--- src/rtl/gemm_pkg.sv ---
// Shared types and sizes for the GEMM partial-sum accumulator slice.
package gemm_pkg;

  localparam int unsigned WIDTH        = 16;
  localparam int unsigned ACC_W        = 40;
  localparam int unsigned K_CHUNKS_MAX = 64;
  localparam int unsigned OUT_W        = 16;
  localparam int unsigned CNT_W        = $clog2(K_CHUNKS_MAX + 1);

  typedef logic signed [2*WIDTH-1:0] psum_t;
  typedef logic signed [ACC_W-1:0]   acc_t;
  typedef logic signed [OUT_W-1:0]   out_t;

  typedef struct packed {
    out_t data;
    logic sat;
  } res_t;

endpackage

--- src/rtl/gemm_out_fifo2.sv ---
// Two-entry result FIFO. A push into a full FIFO is dropped even when a pop
// happens in the same cycle (no bypass); push and pop otherwise coexist.
module gemm_out_fifo2
  import gemm_pkg::*;
#(
  parameter type T = res_t
) (
  input  logic clk,
  input  logic rst,
  input  logic push,
  input  T     push_data,
  input  logic pop,
  output T     head,
  output logic full,
  output logic empty
);

  T           mem [2];
  logic       wr_ptr;
  logic       rd_ptr;
  logic [1:0] count;
  logic       push_ok;
  logic       pop_ok;

  // Flags and qualified push/pop, evaluated against the pre-pop occupancy
  always_comb begin
    full    = (count == 2'd2);
    empty   = (count == 2'd0);
    push_ok = push && !full;
    pop_ok  = pop && !empty;
    head    = mem[rd_ptr];
  end

  // Storage, pointers and occupancy update
  always_ff @(posedge clk) begin
    if (!rst) begin
      mem[0] <= '0;
      mem[1] <= '0;
      wr_ptr <= 1'b0;
      rd_ptr <= 1'b0;
      count  <= 2'd0;
    end else begin
      if (push_ok) begin
        mem[wr_ptr] <= push_data;
        wr_ptr      <= ~wr_ptr;
      end
      if (pop_ok) begin
        rd_ptr <= ~rd_ptr;
      end
      case ({push_ok, pop_ok})
        2'b10:   count <= count + 2'd1;
        2'b01:   count <= count - 2'd1;
        default: count <= count;
      endcase
    end
  end

endmodule

--- src/rtl/gemm_psum_accumulator.sv ---
// Accumulates signed dot-product partial sums over a group of chunks,
// requantizes (round-half-up right shift + saturation) and queues the result
// in a 2-entry output buffer. Optional macro GEMM_ACC_BIAS_EN adds a
// bias_data port folded into the first beat of each group.
module gemm_psum_accumulator #(
  parameter int unsigned WIDTH        = 16,
  parameter int unsigned ACC_W        = 40,
  parameter int unsigned K_CHUNKS_MAX = 64,
  parameter int unsigned OUT_W        = 16
) (
  input  logic                                   clk,
  input  logic                                   rst,
  input  logic [$clog2(K_CHUNKS_MAX+1)-1:0]      cfg_num_chunks,
  input  logic [4:0]                             cfg_shift,
  input  logic                                   psum_valid,
  output logic                                   psum_ready,
  input  logic [2*WIDTH-1:0]                     psum_data,
`ifdef GEMM_ACC_BIAS_EN
  input  logic [2*WIDTH-1:0]                     bias_data,
`endif
  output logic                                   out_valid,
  input  logic                                   out_ready,
  output logic [OUT_W-1:0]                       out_data,
  output logic                                   out_sat,
  output logic                                   busy
);

  import gemm_pkg::*;

  localparam int unsigned PSUM_W = 2 * WIDTH;
  localparam int unsigned CW     = $clog2(K_CHUNKS_MAX + 1);

  // Saturation bounds expressed in the widened (ACC_W+1) rounding domain
  localparam logic signed [ACC_W:0] SAT_MAX = {{(ACC_W + 2 - OUT_W){1'b0}}, {(OUT_W - 1){1'b1}}};
  localparam logic signed [ACC_W:0] SAT_MIN = {{(ACC_W + 2 - OUT_W){1'b1}}, {(OUT_W - 1){1'b0}}};

  typedef struct packed {
    logic signed [OUT_W-1:0] data;
    logic                    sat;
  } entry_t;

  logic        [CW-1:0]    chunk_cnt;
  logic        [CW-1:0]    num_q;
  logic        [4:0]       shift_q;
  logic signed [ACC_W-1:0] acc;

  logic        [CW-1:0]    num_live;
  logic        [CW-1:0]    num_eff;
  logic        [4:0]       shift_eff;
  logic                    first;
  logic                    is_final;
  logic                    accept;
  logic                    push;
  logic signed [ACC_W-1:0] psum_ext;
  logic signed [ACC_W-1:0] base;
  logic signed [ACC_W-1:0] sum;
  logic signed [ACC_W:0]   sum_w;
  logic signed [ACC_W:0]   rnd;
  logic signed [ACC_W:0]   rounded;
  entry_t                  res;
  entry_t                  head;
  logic                    full;
  logic                    empty;

  // Group control, accumulate path and requantization of the final sum
  always_comb begin
    num_live  = (cfg_num_chunks == '0) ? CW'(1) : cfg_num_chunks;
    first     = (chunk_cnt == '0);
    // Live cfg governs the first beat; latched cfg governs the rest of the group
    num_eff   = first ? num_live : num_q;
    shift_eff = first ? cfg_shift : shift_q;
    is_final  = (chunk_cnt == num_eff - CW'(1));

    psum_ready = !(full && is_final);
    accept     = psum_valid && psum_ready;
    push       = accept && is_final;

    psum_ext = {{(ACC_W - PSUM_W){psum_data[PSUM_W-1]}}, psum_data};
`ifdef GEMM_ACC_BIAS_EN
    base = first ? {{(ACC_W - PSUM_W){bias_data[PSUM_W-1]}}, bias_data} : acc;
`else
    base = first ? '0 : acc;
`endif
    sum = base + psum_ext;

    // One extra bit keeps the rounding increment from wrapping
    sum_w = {sum[ACC_W-1], sum};
    rnd   = '0;
    if (shift_eff != 5'd0) begin
      rnd = {{ACC_W{1'b0}}, 1'b1} << (shift_eff - 5'd1);
    end
    rounded = (sum_w + rnd) >>> shift_eff;

    res = '0;
    if (rounded > SAT_MAX) begin
      res.data = SAT_MAX[OUT_W-1:0];
      res.sat  = 1'b1;
    end else if (rounded < SAT_MIN) begin
      res.data = SAT_MIN[OUT_W-1:0];
      res.sat  = 1'b1;
    end else begin
      res.data = rounded[OUT_W-1:0];
    end
  end

  // Accumulator, chunk counter and per-group config latch
  always_ff @(posedge clk) begin
    if (!rst) begin
      acc       <= '0;
      chunk_cnt <= '0;
      num_q     <= CW'(1);
      shift_q   <= '0;
    end else if (accept) begin
      if (first) begin
        num_q   <= num_live;
        shift_q <= cfg_shift;
      end
      if (is_final) begin
        acc       <= '0;
        chunk_cnt <= '0;
      end else begin
        acc       <= sum;
        chunk_cnt <= chunk_cnt + CW'(1);
      end
    end
  end

  gemm_out_fifo2 #(
    .T(entry_t)
  ) u_fifo (
    .clk       (clk),
    .rst       (rst),
    .push      (push),
    .push_data (res),
    .pop       (out_ready),
    .head      (head),
    .full      (full),
    .empty     (empty)
  );

  // Output view of the buffer head and activity flag
  always_comb begin
    out_valid = !empty;
    out_data  = head.data;
    out_sat   = head.sat;
    busy      = (chunk_cnt != '0) || !empty;
  end

endmodule
--- config.mk ---
export PLATFORM = sky130hd
export DESIGN_NAME = gemm_psum_accumulator
export DESIGN_NICKNAME = d
export VERILOG_FILES = /design/src/rtl/gemm_pkg.sv /design/src/rtl/gemm_out_fifo2.sv /design/src/rtl/gemm_psum_accumulator.sv
export SDC_FILE = /design/constraint.sdc
export NUM_CORES = 1
export LEC_CHECK = 0
export BUFFER_PORTS_ARGS = -buffer_cell sky130_fd_sc_hd__buf_2
export CAP_MARGIN = 25
export CORE_MARGIN = 8
export CORE_UTILIZATION = 30
export CTS_CLUSTER_DIAMETER = 150
export DETAILED_ROUTE_END_ITERATION = 7
export PLACE_DENSITY_LB_ADDON = 0.25
export SYNTH_ARGS = -nofsm -noshare
export SYNTH_HDL_FRONTEND = slang
export SYNTH_SLANG_ARGS = --single-unit
--- constraint.sdc ---
create_clock -name clk -period 15.8 [get_ports clk]
set_input_delay 2.37 -clock clk [delete_from_list [all_inputs] [get_ports clk]]
set_output_delay 2.37 -clock clk [all_outputs]
set_load 0.005 [all_outputs]
# Word-level counts from Yosys, hierarchy flattened

Memory sizes are Yosys's and may differ from the RTL's. A register that Yosys moved wholly into a read port is not among the register bits.
Index checks and enable logic that the tools add are counted.

Memory bits (writable): 34
Memories: 1
Output and inout bits: 20
Input port bits: 48
Flip-flop bits (word level): 63
Word-level logic and storage cells: 61

Memory list:

| memory     | depth | bits a word | rd ports | clocked after Yosys merged registers in | write ports | RTL line             | text |
|---|---|---|---|---|---|---|---|
| u_fifo.mem | 2     | 17          | 1        | 1                                       | 2           | gemm_out_fifo2.sv:18 | `T mem [2];` |

Equality and inequality tests: 4
Muxes and demuxes: 20
Bitwise logic cells: 2
Add/sub/neg operators: 7
Order comparisons: 2
Reduce and logical (&&, ||, !) cells: 16
Shifts and indexed selects: 2

Operators with widths:

| operator                                                               | count |
|---|---|
| 40-bit two-way mux                                                     | 2 |
| 40-bit by 41-bit adder with 41-bit output                              | 1 |
| 41-bit by 16-bit > comparator with 1-bit output, second input constant | 1 |
| 41-bit by 16-bit < comparator with 1-bit output, second input constant | 1 |
| 41-bit two-way mux                                                     | 1 |
| 1-bit by 5-bit << shifter with 41-bit output, first input constant     | 1 |
| 41-bit by 5-bit >>> shifter with 41-bit output                         | 1 |
| 40-bit by 32-bit adder with 40-bit output                              | 1 |
| 17-bit two-way mux                                                     | 2 |
| 7-bit two-way mux                                                      | 3 |
| 17-bit OR reduction                                                    | 1 |
| 16-bit two-way mux                                                     | 1 |
| 7-bit zero test                                                        | 2 |
| 1-bit two-way mux                                                      | 9 |
| 7-bit by 1-bit adder with 7-bit output, second input constant          | 1 |
| 7-bit equality test                                                    | 1 |
| 7-bit nonzero test                                                     | 1 |
| 7-bit by 1-bit subtractor with 7-bit output, second input constant     | 1 |
| 1-bit logical AND                                                      | 5 |
| 5-bit two-way mux                                                      | 1 |
| 5-bit nonzero test                                                     | 1 |
| 5-bit by 1-bit subtractor with 5-bit output, second input constant     | 1 |
| 2-bit equality test, second input constant                             | 2 |
| 2-bit one-hot mux with 2 select lines                                  | 1 |
| other kinds (8)                                                        | 11 |

# Longest topological paths before layout

Gate-level depths: netlist of run 1.

Depth in word-level cells: 15
Depth in mapped cells: 39
Depth with buffers taken out: 33

# Hierarchy

Synthesis of run 1 repeated with hierarchy kept, for this count alone.

Cell total of the unflattened synthesis: 1687
Area total of the unflattened synthesis: 12271.8 um^2

By module, submodules not included:

| module                | area each (um^2) | cells each | seq. area each (um^2) | instances |
|---|---|---|---|---|
| gemm_psum_accumulator | 10586.4          | 1551       | 1181.1                | 1 |
| gemm_out_fifo2        | 1685.4           | 136        | 1121.1                | 1 |

# Least setup slack after synthesis of run 1

Ideal clock, no wire load.

Kind: input port to flip-flop
Start: input psum_data[4]
End: memory u_fifo.mem[0][5] in the netlist's numbering, data pin
Cell stages on the path: 24
Buffers on the path: 2
Setup slack: 7.389 ns
Library setup time: 0.269 ns
Arrival time: 8.142 ns
Cell sequence: ha_1 -> a21o_1 -> a31o_1 -> o21a_1 -> a311o_1 -> a221o_1 -> xor2_1 -> ha_1 -> buf_2 -> nand4_1 -> or2_1 -> a2111oi_2 -> o31ai_1 -> a2111oi_4 -> nand4_2 -> o21ai_1 -> nand2_2 -> o211ai_1 -> o221ai_1 -> nor4_1 -> a31oi_1 -> o31ai_2 -> buf_4 -> a211oi_1

RTL lines:

| element         | RTL line                    | text |
|---|---|---|
| start, declared | gemm_psum_accumulator.sv:17 | `input logic [2*WIDTH-1:0] psum_data,` |
| end, declared   | gemm_out_fifo2.sv:18        |  |

==> results.py, run 1 <==
metrics = {
    "yosys": {
        "synthSimpleGateAreaFrac": 0.257,
        "synth_top_family_by_area": "compound AO/OA/AOI/OAI gates",
        "syn_area_um2": 12400,
        "synth_seq_cells": 98,
        "synth_xor_area_frac": 0.0557,
        "yosysSeqAreaShare": 0.185,
        "ys_types": 104,
        "synth_area_per_cell_um2": 7.54,
        "syn_inst": 1649,
        "synth-edff-count": 34,
        "synthAdderAreaFrac": 0.0787,
        "ys_async_sr_fraction": 0,
        "ys.flop_type": "dfxtp_1",
        "ys_warn_count": 0,
        "synthMuxAreaShare": 0.0650,
        "syn_nets": 1774,
        "synth_compound_area_frac": 0.310,
    },
    "timing": {
        "rsz0062_at_grt": "no",
        "max_slew.worst_pin.slew_ns": 1.07,
        "fin_crit_sh": 0.629,
        "hold_violations": 0,
        "slew_viol_final": 0,
        "skew_ns": 0.0200,
        "fin_crit_ns": 9.93,
        "slew_headroom": 0.286,
        "fmax_mhz": 101,
        "timing.setup.tns_ns": 0,
        "setup_violations": 0,
    },
    "clock_tree": {
        "clock-sinks": 98,
        "cts-root-buf": "clkbuf_16",
        "cts_resized": 0,
        "clk_latency_ns": 0.39,
        "cts_inserted_buffers": 9,
        "path_clk_slew_ns": 0.07,
        "cts_setup_buffers": 0,
        "clockBufferDepth": 2,
        "postCtsHoldBufs": 0,
        "cts_tree": "done",
        "h-tree-depth": 3,
    },
    "detailed_routing": {
        "drtIter0Drc": 908,
        "wl_um": 45400,
        "wire_per_inst_um": 20.9,
        "drt_pass1_iterations": 5,
        "via_per_inst": 5.81,
        "drtAntennaViolNets": 0,
        "vias": 12621,
        "post-route-drc-count": 0,
    },
    "worst_setup_path": {
        "cp.arrival_ns": 10.02,
        "path_cells": "buf_2, ha_1, a21o_1, a31o_1, o21a_1, a311o_1, a221o_1, xor2_1, ha_1, nand4_1, or2_1, a2111oi_2, o31ai_1, a2111oi_4, nand4_2, o21ai_2, nand2_1, o211ai_1, o221ai_1, nor4_1, a31oi_1, o31ai_4, buf_8, a211oi_1",
        "cp.required_ns": 15.89,
        "critPathSlowestCell": "a2111oi_4",
        "crit_top_cell": "ha_1",
        "path_buf_inv": 2,
        "critPathKind": "in -> reg",
        "cp_top_family": "compound AO/OA/AOI/OAI gates",
        "max_stage_delay_ns": 0.77,
        "cp-start-kind": "input pin",
        "path_max_fanout": 20,
        "cp-end-kind": "flip-flop",
    },
    "place": {
        "placedInstanceArea_um2": 13100,
        "placed_cells": 2157,
        "hpwl_um": 34700,
        "port_buffers": 67,
        "gp_congestion": 0.917,
    },
    "floorplan": {
        "die-height_um": 220,
        "die_w_um": 220,
        "coreArea_um2": 40800,
        "initial_core_util": 0.304,
        "fp-row-count": 74,
        "io_pins": 68,
        "die_area_um2": 48200,
    },
    "global_routing": {
        "antenna_found_initial": 0,
        "track_usage": 0.184,
        "grt_pass1_wl_um": 70500,
        "grt_pass1_vias": 11988,
        "grt_max_degree": 65,
        "grt_overflow_total": 0,
    },
    "layout": {
        "diodes": 0,
        "syn_to_final_growth_pct": 8.06,
        "stdcell_count": 2173,
        "nFillCells": 4413,
        "drive_above_1_share": 0.121,
        "final_cell_area_um2": 13400,
        "final_nets": 1761,
        "final_util": 0.329,
    },
    "run_status": {
        "status": "completed",
    },
    "power": {
        "powerDensity_nw_per_um2": 85.0,
        "peakVddDrop_mv": 0.0779,
        "p_leak_nw": 5.15,
    },
    "hold_path": {
        "worstHoldPathType": "reg -> reg",
    },
    "flow_run": {
        "cap_viol_max_count": 0,
    },
}
[metal layers]
layer / global-route usage / wire length (um) / part of all wire / vias to the layer above
met5: 0 / 0 / 0 / -
met4: 0.0661 / 1440 / 0.032 / 0
met3: 0.0263 / 2430 / 0.054 / 70
met2: 0.289 / 20100 / 0.44 / 385
met1: 0.254 / 21400 / 0.47 / 6008
li1: - / - / - / 6158
[through the flow]
stage / hold slack (ns) / setup slack (ns) / total power, mW
floorplan: 0.455 / 7.39 / 0.734
detailed placement: 0.484 / 5.56 / 0.907
finish: 0.501 / 5.87 / 1.14
CTS: 0.502 / 5.96 / 1.15
global placement: 0.469 / 5.41 / 0.907
global route: 0.527 / 5.31 / 1.22
[cells by family (layout without fill, tap and decap cells)]
family,Yosys count,count (layout)
and+or+nand+nor,637,637
AOI/OAI and AO/OA,551,551
buffers and inverters,133,125
DFF,98,98
xor gates and xnor gates,79,79
adders and majority gates,77,77
muxes,73,73
other,1,1
[layout by cell type, fill, tap and decap left out, types with 8 or more instances in the layout]
cell / Yosys / final
a22oi_1: 46 / 46
and2_1: 58 / 58
nor2b_1: 53 / 53
nand4_1: 26 / 26
nand2_1: 166 / 166
and4_1: 8 / 8
clkbuf_16: 0 / 9
o211ai_1: 36 / 36
dfxtp_1: 64 / 64
o21ai_0: 89 / 88
nor3_1: 42 / 42
a211oi_1: 60 / 60
or3_1: 9 / 9
nand3_1: 33 / 33
o221ai_1: 9 / 9
inv_1: 23 / 23
a21o_1: 14 / 14
nand2b_1: 11 / 11
nor2_1: 160 / 160
buf_2: 33 / 67
edfxtp_1: 34 / 34
o21a_1: 19 / 19
o21ai_1: 17 / 17
a21oi_1: 128 / 128
and3_1: 18 / 18
ha_1: 75 / 75
mux2i_1: 41 / 37
nor4_1: 11 / 11
buf_4: 5 / 17
o31ai_1: 12 / 12
a31oi_1: 12 / 11
mux2_2: 28 / 28
xor2_1: 34 / 34
xnor2_1: 45 / 45
[cell type report]
type,count,area (um2),share of cell area
clock inverter,7,58.8,0.00438
timing repair buffer,86,482,0.0359
tap,532,666,0.0496
sequential,98,2300,0.171
inverter,23,86.3,0.00643
multi-input combinational,1418,9610,0.716
clock buffer,9,225,0.0168
[worst paths after layout]
check        depth (start not counted)                 to  slack (ns)    startpoint
max                                 24  u_fifo.mem[0][10]        5.87  psum_data[4]
min                                  2           num_q[0]        0.50      num_q[0]
max reg2reg                         28  u_fifo.mem[0][10]        6.14  chunk_cnt[0]
min reg2reg                          2           num_q[0]        0.50      num_q[0]
[state kept, by name, indices dropped and copies added (netlist names), named ones only]
name	flops
shift_q	5
u_fifo.wr_ptr	1
acc	40
num_q	7
u_fifo.mem	34
u_fifo.rd_ptr	1
chunk_cnt	7
u_fifo.count	2
[worst min-delay path: stages (launching register included)]
cell	delay (ns)
dfxtp_1	0.32
nand2_1	0.05
o211ai_1	0.08
[cells in the mapped netlist, types with 36 or more instances]
cell / number / area share
nand2_1: 166 / 0.050
nor2_1: 160 / 0.048
a21oi_1: 128 / 0.052
o21ai_0: 89 / 0.036
ha_1: 75 / 0.075
dfxtp_1: 64 / 0.10
a211oi_1: 60 / 0.036
and2_1: 58 / 0.029
clkbuf_1: 57 / 0.017
nor2b_1: 53 / 0.027
a22oi_1: 46 / 0.028
xnor2_1: 45 / 0.032
nor3_1: 42 / 0.017
mux2i_1: 41 / 0.033
o211ai_1: 36 / 0.022
[power by group]
| group | internal (mW) | switching [mW] | leakage, nW |
|---|---|---|---|
| Combinational | 0.208 | 0.419 | 4.13 |
| Clock | 0.110 | 0.120 | 0.138 |
| Sequential | 0.276 | 0.00840 | 0.876 |
| Total | 0.594 | 0.548 | 5.15 |
Note: power is estimated with default switching activity, not from simulation.
==> run 2: changes to the inputs <==
clock period = 9.9 ns   (was 15.8 ns; I/O delays follow)
==> results.py, run 2 (synthesized netlist as in run 1, its figures left out) <==
metrics = {
    "global_routing": {
        "antenna_found_initial": 0,
        "grt_pass1_vias": 12199,
        "grt_max_degree": 65,
        "track_usage": 0.185,
        "grt_overflow_total": 0,
        "grt_pass1_wl_um": 71000,
    },
    "layout": {
        "reg_top3": "acc x40, u_fifo.mem x34",
        "drive_above_1_share": 0.123,
        "syn_to_final_growth_pct": 8.58,
        "final_nets": 1765,
        "largest_reg_flops": 40,
        "nFillCells": 4357,
        "final_common_cell": "nand2_1",
        "final_cell_area_um2": 13500,
        "diodes": 0,
        "regMostFlops": "acc",
        "final_cell_mix": "166 x nand2_1, 160 x nor2_1, 128 x a21oi_1, 88 x o21ai_0, 75 x ha_1",
    },
    "timing": {
        "fin_ws_ns": 0.691,
        "hold_violations": 0,
        "fin_crit_ns": 9.21,
        "skew_ns": 0.0124,
        "timing.setup.tns_ns": 0,
        "setup_violations": 0,
        "slew_headroom": 0.329,
        "slew_viol_final": 0,
        "rsz0062_at_grt": "no",
        "max_slew.worst_pin.slew_ns": 0.981,
        "fmax_mhz": 109,
        "holdWs_ns": 0.508,
        "fin_crit_sh": 0.930,
    },
    "power": {
        "peakVddDrop_mv": 0.0883,
        "power_mw": 1.85,
        "p_leak_nw": 5.20,
        "powerDensity_nw_per_um2": 137,
    },
    "detailed_routing": {
        "wl_um": 44800,
        "post-route-drc-count": 0,
        "wire_per_inst_um": 20.6,
        "vias": 12721,
        "drtIter0Drc": 1065,
        "drt_pass1_iterations": 5,
        "via_per_inst": 5.84,
        "drtAntennaViolNets": 0,
    },
    "worst_setup_path": {
        "cp.arrival_ns": 9.31,
        "cp-start-kind": "flip-flop",
        "max_stage_delay_ns": 0.57,
        "critPathKind": "reg -> reg",
        "cp.required_ns": 10.00,
        "cp-end-kind": "flip-flop",
        "critPathSlowestCell": "or4_1",
        "path_max_fanout": 40,
    },
    "clock_tree": {
        "cts_resized": 0,
        "cts_setup_buffers": 0,
        "clockBufferDepth": 2,
        "cts_inserted_buffers": 9,
        "h-tree-depth": 3,
        "cts-root-buf": "clkbuf_16",
        "cts_tree": "done",
        "clk_latency_ns": 0.39,
        "postCtsHoldBufs": 0,
        "clock-sinks": 98,
        "path_clk_slew_ns": 0.08,
    },
    "floorplan": {
        "fp-row-count": 74,
        "coreArea_um2": 40800,
        "die_w_um": 220,
        "die-height_um": 220,
        "io_pins": 68,
        "initial_core_util": 0.304,
        "die_area_um2": 48200,
    },
    "place": {
        "hpwl_um": 34700,
        "pre_cts_ws_ns": 0.749,
        "placedInstanceArea_um2": 13200,
        "port_buffers": 67,
        "gp_congestion": 0.959,
    },
    "flow_run": {
        "cap_viol_max_count": 0,
    },
    "run_status": {
        "status": "completed",
    },
    "hold_path": {
        "worstHoldPathType": "reg -> reg",
    },
}
## run 2: cell count changes in the layout (fill, tap and decap cells not counted), sizes merged
cell | previous run | this run
inv | 26 | 28
bufinv | 0 | 1
dlymetal6s2s | 0 | 1
buf | 86 | 89
clkinv | 3 | 0
## run 2: routing by layer
layer | vias up | track usage | routed length, um
met2 | 395 | 0.292 | 20000
met3 | 64 | 0.0221 | 2090
met4 | 0 | 0.0674 | 1290
li1 | 6176 | - | -
met1 | 6086 | 0.254 | 21300
met5 | - | 0 | 0
## run 2: worst paths after layout
path	from	endpoint	slack, ns	depth (start not counted)
setup / recovery	chunk_cnt[2]	u_fifo.mem[0][3]	0.69	27
hold / removal	num_q[0]	num_q[0]	0.51	2
setup reg to reg	chunk_cnt[2]	u_fifo.mem[0][3]	0.69	27
hold reg to reg	num_q[0]	num_q[0]	0.51	2
## run 2: per-stage QoR
stage,util,std cells
floorplan,-,1649
global placement,0.322,2160
finish,0.331,2177
CTS,0.330,2176
global route,0.331,2177
detailed placement,0.322,2160
## run 2: power breakdown
group | switching [mW] | internal [mW]
clock | 0.193 | 0.204
sequential | 0.0137 | 0.441
combinational | 0.667 | 0.334
## run 2: worst max-delay path, delay by kind of cell (launching register included)
kind / cells / cell delay (ns)
AOI/OAI and AO/OA: 14 / 4.28
and+or+nand+nor: 8 / 2.58
adders and majority gates: 2 / 0.83
buffers and inverters: 2 / 0.59
DFF: 1 / 0.36
xor gates and xnor gates: 1 / 0.21
## run 2: layout make-up
class                   count  area (um2)  share of cell area
repair buffers             90         513              0.0380
well taps                 532         666              0.0493
inverters                  23        86.3             0.00640
clock inverters             7        91.3             0.00677
clock buffers               9         225              0.0167
multi-input cells        1418        9610               0.712
flip-flops and latches     98        2300               0.171
==> run 3: changes to the inputs <==
PLACE_DENSITY = 0.5   (was unset)
PLACE_DENSITY_LB_ADDON = unset   (was 0.25)
==> results.py, run 3 (synthesized netlist as in run 1, its figures left out) <==
metrics = {
    "global_routing": {
        "track_usage": 0.186,
        "grt_pass1_vias": 12172,
        "grt_overflow_total": 0,
        "antenna_found_initial": 0,
        "grt_max_degree": 65,
        "grt_pass1_wl_um": 71100,
    },
    "clock_tree": {
        "cts-root-buf": "clkbuf_16",
        "h-tree-depth": 3,
        "clk_latency_ns": 0.40,
        "clockBufferDepth": 2,
        "postCtsHoldBufs": 0,
        "cts_setup_buffers": 0,
        "path_clk_slew_ns": 0.08,
        "clock-sinks": 98,
        "cts_tree": "done",
        "cts_inserted_buffers": 9,
        "cts_resized": 0,
    },
    "layout": {
        "syn_to_final_growth_pct": 8.50,
        "drive_above_1_share": 0.124,
        "stdcell_count": 2180,
        "nFillCells": 4365,
        "final_cell_area_um2": 13500,
        "regMostFlops": "acc",
        "regArea_um2": 2300,
        "multi_input_area_um2": 9610,
        "final_cell_mix": "166 x nand2_1, 160 x nor2_1, 128 x a21oi_1, 88 x o21ai_0, 75 x ha_1",
        "final_nets": 1767,
        "final_common_cell": "nand2_1",
        "reg_top3": "acc x40, u_fifo.mem x34",
        "largest_reg_flops": 40,
    },
    "worst_setup_path": {
        "critPathKind": "reg -> reg",
        "cp-end-kind": "flip-flop",
        "cp-start-kind": "flip-flop",
        "cp.required_ns": 10.00,
        "max_stage_delay_ns": 0.66,
        "regToRegSetupSlack_ns": 0.84,
        "cp.depth": 26,
        "path_buf_inv": 1,
        "timing.rr.start": "chunk_cnt[2]",
        "cp.arrival_ns": 9.16,
        "rr_worst_depth": 26,
        "critPathSlowestCell": "a2111oi_4",
        "cp_top_family": "compound AO/OA/AOI/OAI gates",
        "reg2reg_to": "u_fifo.mem[0][1]",
        "path_max_fanout": 40,
    },
    "detailed_routing": {
        "drtAntennaViolNets": 0,
        "via_per_inst": 5.81,
        "drtIter0Drc": 941,
        "vias": 12660,
        "drt_pass1_iterations": 5,
        "wl_um": 45400,
        "wire_per_inst_um": 20.8,
        "post-route-drc-count": 0,
    },
    "hold_path": {
        "worstHoldPathType": "reg -> reg",
        "hold_end": "num_q[0]",
        "hold_start": "num_q[0]",
        "min_path_cells": 2,
    },
    "timing": {
        "skew_ns": 0.0229,
        "fmax_mhz": 110,
        "slew_viol_final": 0,
        "holdWs_ns": 0.497,
        "slew_headroom": 0.412,
        "setup_violations": 0,
        "timing.setup.tns_ns": 0,
        "hold_violations": 0,
        "fin_crit_ns": 9.06,
        "max_slew.worst_pin.slew_ns": 0.879,
        "rsz0062_at_grt": "no",
        "fin_crit_sh": 0.915,
    },
    "floorplan": {
        "initial_core_util": 0.304,
        "die-height_um": 220,
        "die_area_um2": 48200,
        "fp-row-count": 74,
        "io_pins": 68,
        "die_w_um": 220,
        "coreArea_um2": 40800,
    },
    "place": {
        "port_buffers": 67,
        "placedInstanceArea_um2": 13200,
        "gp_congestion": 0.938,
        "placed_cells": 2163,
        "hpwl_um": 35000,
    },
    "flow_run": {
        "cap_viol_max_count": 0,
    },
    "run_status": {
        "status": "completed",
    },
    "power": {
        "p_leak_nw": 5.19,
        "peakVddDrop_mv": 0.0869,
        "powerDensity_nw_per_um2": 136,
    },
}
## run 3: power by group
group | internal (mW) | leakage (nW) | switching, mW | total (mW)
Clock | 0.180 | 0.148 | 0.197 | 0.377
Sequential | 0.441 | 0.876 | 0.0130 | 0.454
Combinational | 0.335 | 4.16 | 0.674 | 1.01
## run 3: how the worst max path moves through the flow
stage	from	to	slack, ns
2_1_floorplan	chunk_cnt[2]	u_fifo.mem[0][5]	1.97
3_3_place_gp	chunk_cnt[2]	u_fifo.mem[0][15]	1.04
3_5_place_dp	chunk_cnt[2]	u_fifo.mem[0][9]	0.87
4_1_cts	chunk_cnt[2]	u_fifo.mem[0][12]	0.85
5_1_grt	chunk_cnt[0]	u_fifo.mem[0][14]	0.14
6_report	chunk_cnt[2]	u_fifo.mem[0][1]	0.84
## run 3: cell type report
class | instances | share of cell area
Clock inverter | 7 | 0.00547
Multi-Input combinational cell | 1418 | 0.713
Inverter | 23 | 0.00640
Antenna cell | 1 | 0.000186
Tap cell | 532 | 0.0494
Timing Repair Buffer | 92 | 0.0385
Sequential cell | 98 | 0.171
Clock buffer | 9 | 0.0167
## run 3: per-stage QoR
step                power [mW]  utilization  worst slack [ns]
floorplan                 1.17            -              1.97
global placement          1.46        0.323              1.04
detailed placement        1.46        0.323             0.875
CTS                       1.84        0.330             0.848
global route              1.96        0.330             0.137
finish                    1.84        0.330             0.840
## run 3: routing by layer
layer  vias up  wire length (um)  track usage  part of all wire
met3        50              2120       0.0232             0.047
met2       339             20700        0.300              0.46
met5         -                 0            0                 0
met1      6095             21600        0.253              0.48
met4         0               989       0.0607             0.022
li1       6176                 -            -                 -
## run 3: worst reg2reg max path: stages (launching register included)
cell and delay (ns):
dfxtp_1 0.37, or4_1 0.58, or2_2 0.55, and2_1 0.29
ha_1 0.34, a21o_1 0.21, a31o_1 0.22, o21a_1 0.26
a311o_1 0.48, a221o_1 0.46, xor2_1 0.21, ha_1 0.47
nand4_1 0.21, or2_1 0.32, a2111oi_2 0.36, o31ai_1 0.20
a2111oi_4 0.66, nand4_2 0.28, o21ai_1 0.41, a21oi_2 0.13
o31ai_1 0.41, a21oi_1 0.19, nor4_1 0.31, a31oi_1 0.19
o31ai_4 0.18, buf_4 0.35, a211oi_1 0.13
